**src/rtl/flsub_pkg.sv**
```systemverilog
// Shared constants for the flsub subtractor: default width and borrow statistics counter sizing.
package flsub_pkg;
    localparam int FLSUB_DEFAULT_WIDTH = 1;
    localparam int FLSUB_CNT_W         = 16;
    localparam logic [FLSUB_CNT_W-1:0] FLSUB_CNT_MAX = {FLSUB_CNT_W{1'b1}};
endpackage

```
**src/rtl/flsub_cell.sv**
```systemverilog
// One-bit full subtractor cell: d = a - b - bin, bout set when the bit borrows.
// Purely combinational, zero latency, no backpressure.
module flsub_cell (
    input  logic a,
    input  logic b,
    input  logic bin,
    output logic d,
    output logic bout
);
    assign d    = a ^ b ^ bin;
    assign bout = (~a & b) | (~a & bin) | (b & bin);
endmodule

```
**src/rtl/flsub.sv**
```systemverilog
// Ripple-borrow subtractor d = a - b - c with a registered copy (1-cycle latency, gated by en, no backpressure).
// Optional FLSUB_STATS_EN adds a saturating count of captured borrows on borrow_cnt.
module flsub
    import flsub_pkg::*;
#(
    parameter int WIDTH = FLSUB_DEFAULT_WIDTH
) (
    input  logic             clk,
    input  logic             rst,
    input  logic [WIDTH-1:0] a,
    input  logic [WIDTH-1:0] b,
    input  logic             c,
    input  logic             en,
    output logic [WIDTH-1:0] d,
    output logic             bo,
    output logic [WIDTH-1:0] d_q,
    output logic             bo_q,
    output logic             vld_q
`ifdef FLSUB_STATS_EN
    ,
    output logic [FLSUB_CNT_W-1:0] borrow_cnt
`endif
);
    logic [WIDTH:0] br;

    assign br[0] = c;
    assign bo    = br[WIDTH];

    for (genvar i = 0; i < WIDTH; i++) begin : g_cell
        flsub_cell u_cell (
            .a    (a[i]),
            .b    (b[i]),
            .bin  (br[i]),
            .d    (d[i]),
            .bout (br[i+1])
        );
    end

    // Result registers hold when idle; only the valid flag drops.
    always_ff @(posedge clk) begin
        if (rst) begin
            d_q   <= '0;
            bo_q  <= 1'b0;
            vld_q <= 1'b0;
        end else if (en) begin
            d_q   <= d;
            bo_q  <= bo;
            vld_q <= 1'b1;
        end else begin
            vld_q <= 1'b0;
        end
    end

`ifdef FLSUB_STATS_EN
    always_ff @(posedge clk) begin
        if (rst) begin
            borrow_cnt <= '0;
        end else if (en && bo && (borrow_cnt != FLSUB_CNT_MAX)) begin
            borrow_cnt <= borrow_cnt + 1'b1;
        end
    end
`endif
endmodule

```
**config.mk**
```make
export PLATFORM = sky130hd
export DESIGN_NAME = flsub
export DESIGN_NICKNAME = d
export VERILOG_FILES = /design/src/rtl/flsub_pkg.sv /design/src/rtl/flsub_cell.sv /design/src/rtl/flsub.sv
export SDC_FILE = /design/constraint.sdc
export NUM_CORES = 1
export LEC_CHECK = 0
export ABC_AREA = 1
export BUFFER_PORTS_ARGS = -buffer_cell sky130_fd_sc_hd__buf_2
export CAP_MARGIN = 10
export CORE_AREA = 10 10 47 49
export CTS_CLUSTER_DIAMETER = 200
export DETAILED_ROUTE_END_ITERATION = 6
export DIE_AREA = 0 0 57 59
export MAX_ROUTING_LAYER = met4
export PLACE_DENSITY = 0.37
export RECOVER_POWER = 50
export REMOVE_ABC_BUFFERS = 1
export SLEW_MARGIN = 15
export SYNTH_ARGS = -nofsm -noshare
export SYNTH_HDL_FRONTEND = slang
export SYNTH_SLANG_ARGS = --single-unit
```
**constraint.sdc**
```tcl
create_clock -name clk -period 1 [get_ports clk]
set_input_delay 0.2 -clock clk [delete_from_list [all_inputs] [get_ports clk]]
set_output_delay 0.2 -clock clk [all_outputs]
set_load 0.02 [all_outputs]
```
==> impl_metrics.json <==
{
  "outcome": "complete, but fails checks",
  "failed_checks": "setup timing",
  "preCtsSetupSlack_ps": -283,
  "dpl_cell_area_sq_um": 210,
  "core_sq_um": 1400,
  "fin_total_pwr_mw": 0.466,
  "p_per_area_nw_per_um2": 1740,
  "hold_viol": 0,
  "clock_latency_ps": 230,
  "setup_viol_count_final": 3,
  "cts_buffers": 3,
  "grt_usage_pct": 2.83,
  "cts_sinks": 3,
  "detail-route-antenna-nets": 0,
  "use_met1_pct": 1.65,
  "rsz0062_at_grt": "true",
  "ys_warn_count": 0,
  "clk_pin_slew_ps": 40,
  "timing.final.ws_setup_ps": -231,
  "critPathArrivalTime_ps": 1030,
  "overflow": 0,
  "ys_ff_latch": 3,
  "cts_hold_buf": 0,
  "synth_edf_count": 0,
  "holdWs_ps": 140,
  "syn_inst": 18,
  "grt-busiest-layer": "met2",
  "rows": 14,
  "drv_slew": 0,
  "gp_congestion": 0.748,
  "placed_cells": 45,
  "fin_crit_ps": 1230,
  "critPathKind": "in2out",
  "layout.nets": 42,
  "io_buffers": 10,
  "ys_seq_area_share_pct": 45.3,
  "cp_max_fo": 2,
  "ir_worst_vdd_mv": 0.408,
  "min_delay_path_depth": 2,
  "drt-pass1-iter-count": 2,
  "cp.required_ps": 800,
  "grtUsageMet2_pct": 4.65,
  "synth_top_area_share_pct": 45.3,
  "synth_flop_cell": "dfxtp_1",
  "period_share_pct": 123,
  "grt_first_pass_wirelength_um": 641,
  "grt_pass1_vias": 186,
  "drc": 0,
  "fp.dieH_um": 59,
  "num_antenna_cells": 0,
  "num_io_pins": 11,
  "cts_tree": "done",
  "routed_wl_um": 458,
  "cts-root-buf": "clkbuf_4",
  "drive_above_1_share_pct": 47.1,
  "layout.cells.non_filler": 50,
  "hold_class": "in2reg",
  "die_x_um": 57,
  "start_util_pct": 9.46,
  "ys_top_cells_by_count": "5 x inv_1, 5 x nor2_1, 4 x nand2_1",
  "fmax_ghz": 0.812,
  "die_area_sq_um": 3360,
  "endpoint_kind": "output port",
  "dr.first_iter.drc_count": 2,
  "drt-wirelength-per-cell_um": 9.16,
  "use_met3_pct": 3.00,
  "num_vias": 154,
  "antenna_found_initial": 0,
  "slew_headroom_pct": 85.6,
  "async_flop_share_pct": 0,
  "worst_pin_slew_ps": 215,
  "start_kind": "primary input",
  "finalClockSkew_ps": 0,
  "max_cap_viol_count": 0,
  "cts.htree.levels": 1,
  "syn_area_sq_um": 133,
  "reg2reg_depth": 2,
  "yosys-top-cells-area": "dfxtp_1 45%, fa_1 15%, inv_1 14%",
  "power.leakage_nw": 0.149,
  "ys_types": 5,
  "fin_area_sq_um": 268,
  "clockBufferDepth": 2,
  "yosysTopAreaCell": "dfxtp_1",
  "filler_cell_count": 184,
  "routed_via_density": 3.08,
  "syn_area_per_cell_sq_um": 7.37,
  "grt_max_degree": 6,
  "syn2layout_area_growth_pct": 102
}
==> layout by cell type, fill, tap and decap left out <==
cell type / netlist / routed
fa_2: 0 / 1
inv_2: 0 / 1
nor2_1: 5 / 5
buf_4: 0 / 1
buf_6: 0 / 4
clkbuf_4: 0 / 3
buf_2: 0 / 6
dfxtp_1: 3 / 3
inv_1: 5 / 4
nand2_1: 4 / 4
clkbuf_1: 0 / 2
==> sequential cells by signal (all words and copies together), names as in the netlist <==
| register | count |
|---|---|
| bo_q | 1 |
| vld_q | 1 |
| d_q | 1 |
==> critical path: stages <==
cell   delay (ps)
buf_6          90
fa_2          560
inv_1          50
buf_6         120
==> timing repair <==
item	CTS	global route
endpoints found under the setup margin	2	3
pin swaps	1	2
resized for setup	5	3
setup buffers	0	1
==> where the power goes <==
group	leakage, nW	switching (mW)	internal (mW)	total (mW)
clock network	0.0150	0.0615	0.149	0.211
registers	0.0250	0.00309	0.129	0.132
logic	0.109	0.0589	0.0636	0.123
total	0.149	0.124	0.342	0.466
==> kinds of logic after synthesis <==
family,Yosys count,synth area share [%]
adders and majority gates,1,15.1
buffers and inverters,5,14.2
DFF,3,45.3
and+or+nand+nor,9,25.5
==> stage by stage <==
step	TNS [ps]	util, %
after floorplan	-167	-
after global placement	-650	15.0
after detailed placement	-701	15.0
after CTS	-335	18.2
after global routing	-393	19.1
final	-316	19.1
==> cell type report <==
class / count / area [sq um] / share of cell area [%]
Clock buffer: 4 / 26.3 / 9.81
Multi-Input combinational cell: 10 / 56.3 / 21.0
Timing Repair Buffer: 12 / 86.3 / 32.2
Sequential cell: 3 / 60.1 / 22.4
Inverter: 5 / 18.8 / 7.01
Tap cell: 16 / 20.0 / 7.48
==> metal layers <==
metal	up-vias	part of all wire (%)
met5	-	0
li1	80	-
met4	0	0
met2	5	54
met3	0	13
met1	69	33
==> final timing paths <==
check | start | to | slack (ps)
setup / recovery | c | d | -230
hold / removal | rst | vld_q$_SDFF_PP0_ | 140
hold reg to reg | d_q$_SDFFE_PP0P_ | d_q$_SDFFE_PP0P_ | 470
setup reg to reg | d_q$_SDFFE_PP0P_ | d_q$_SDFFE_PP0P_ | 460
No activity file was read; power rests on OpenSTA's default activity.
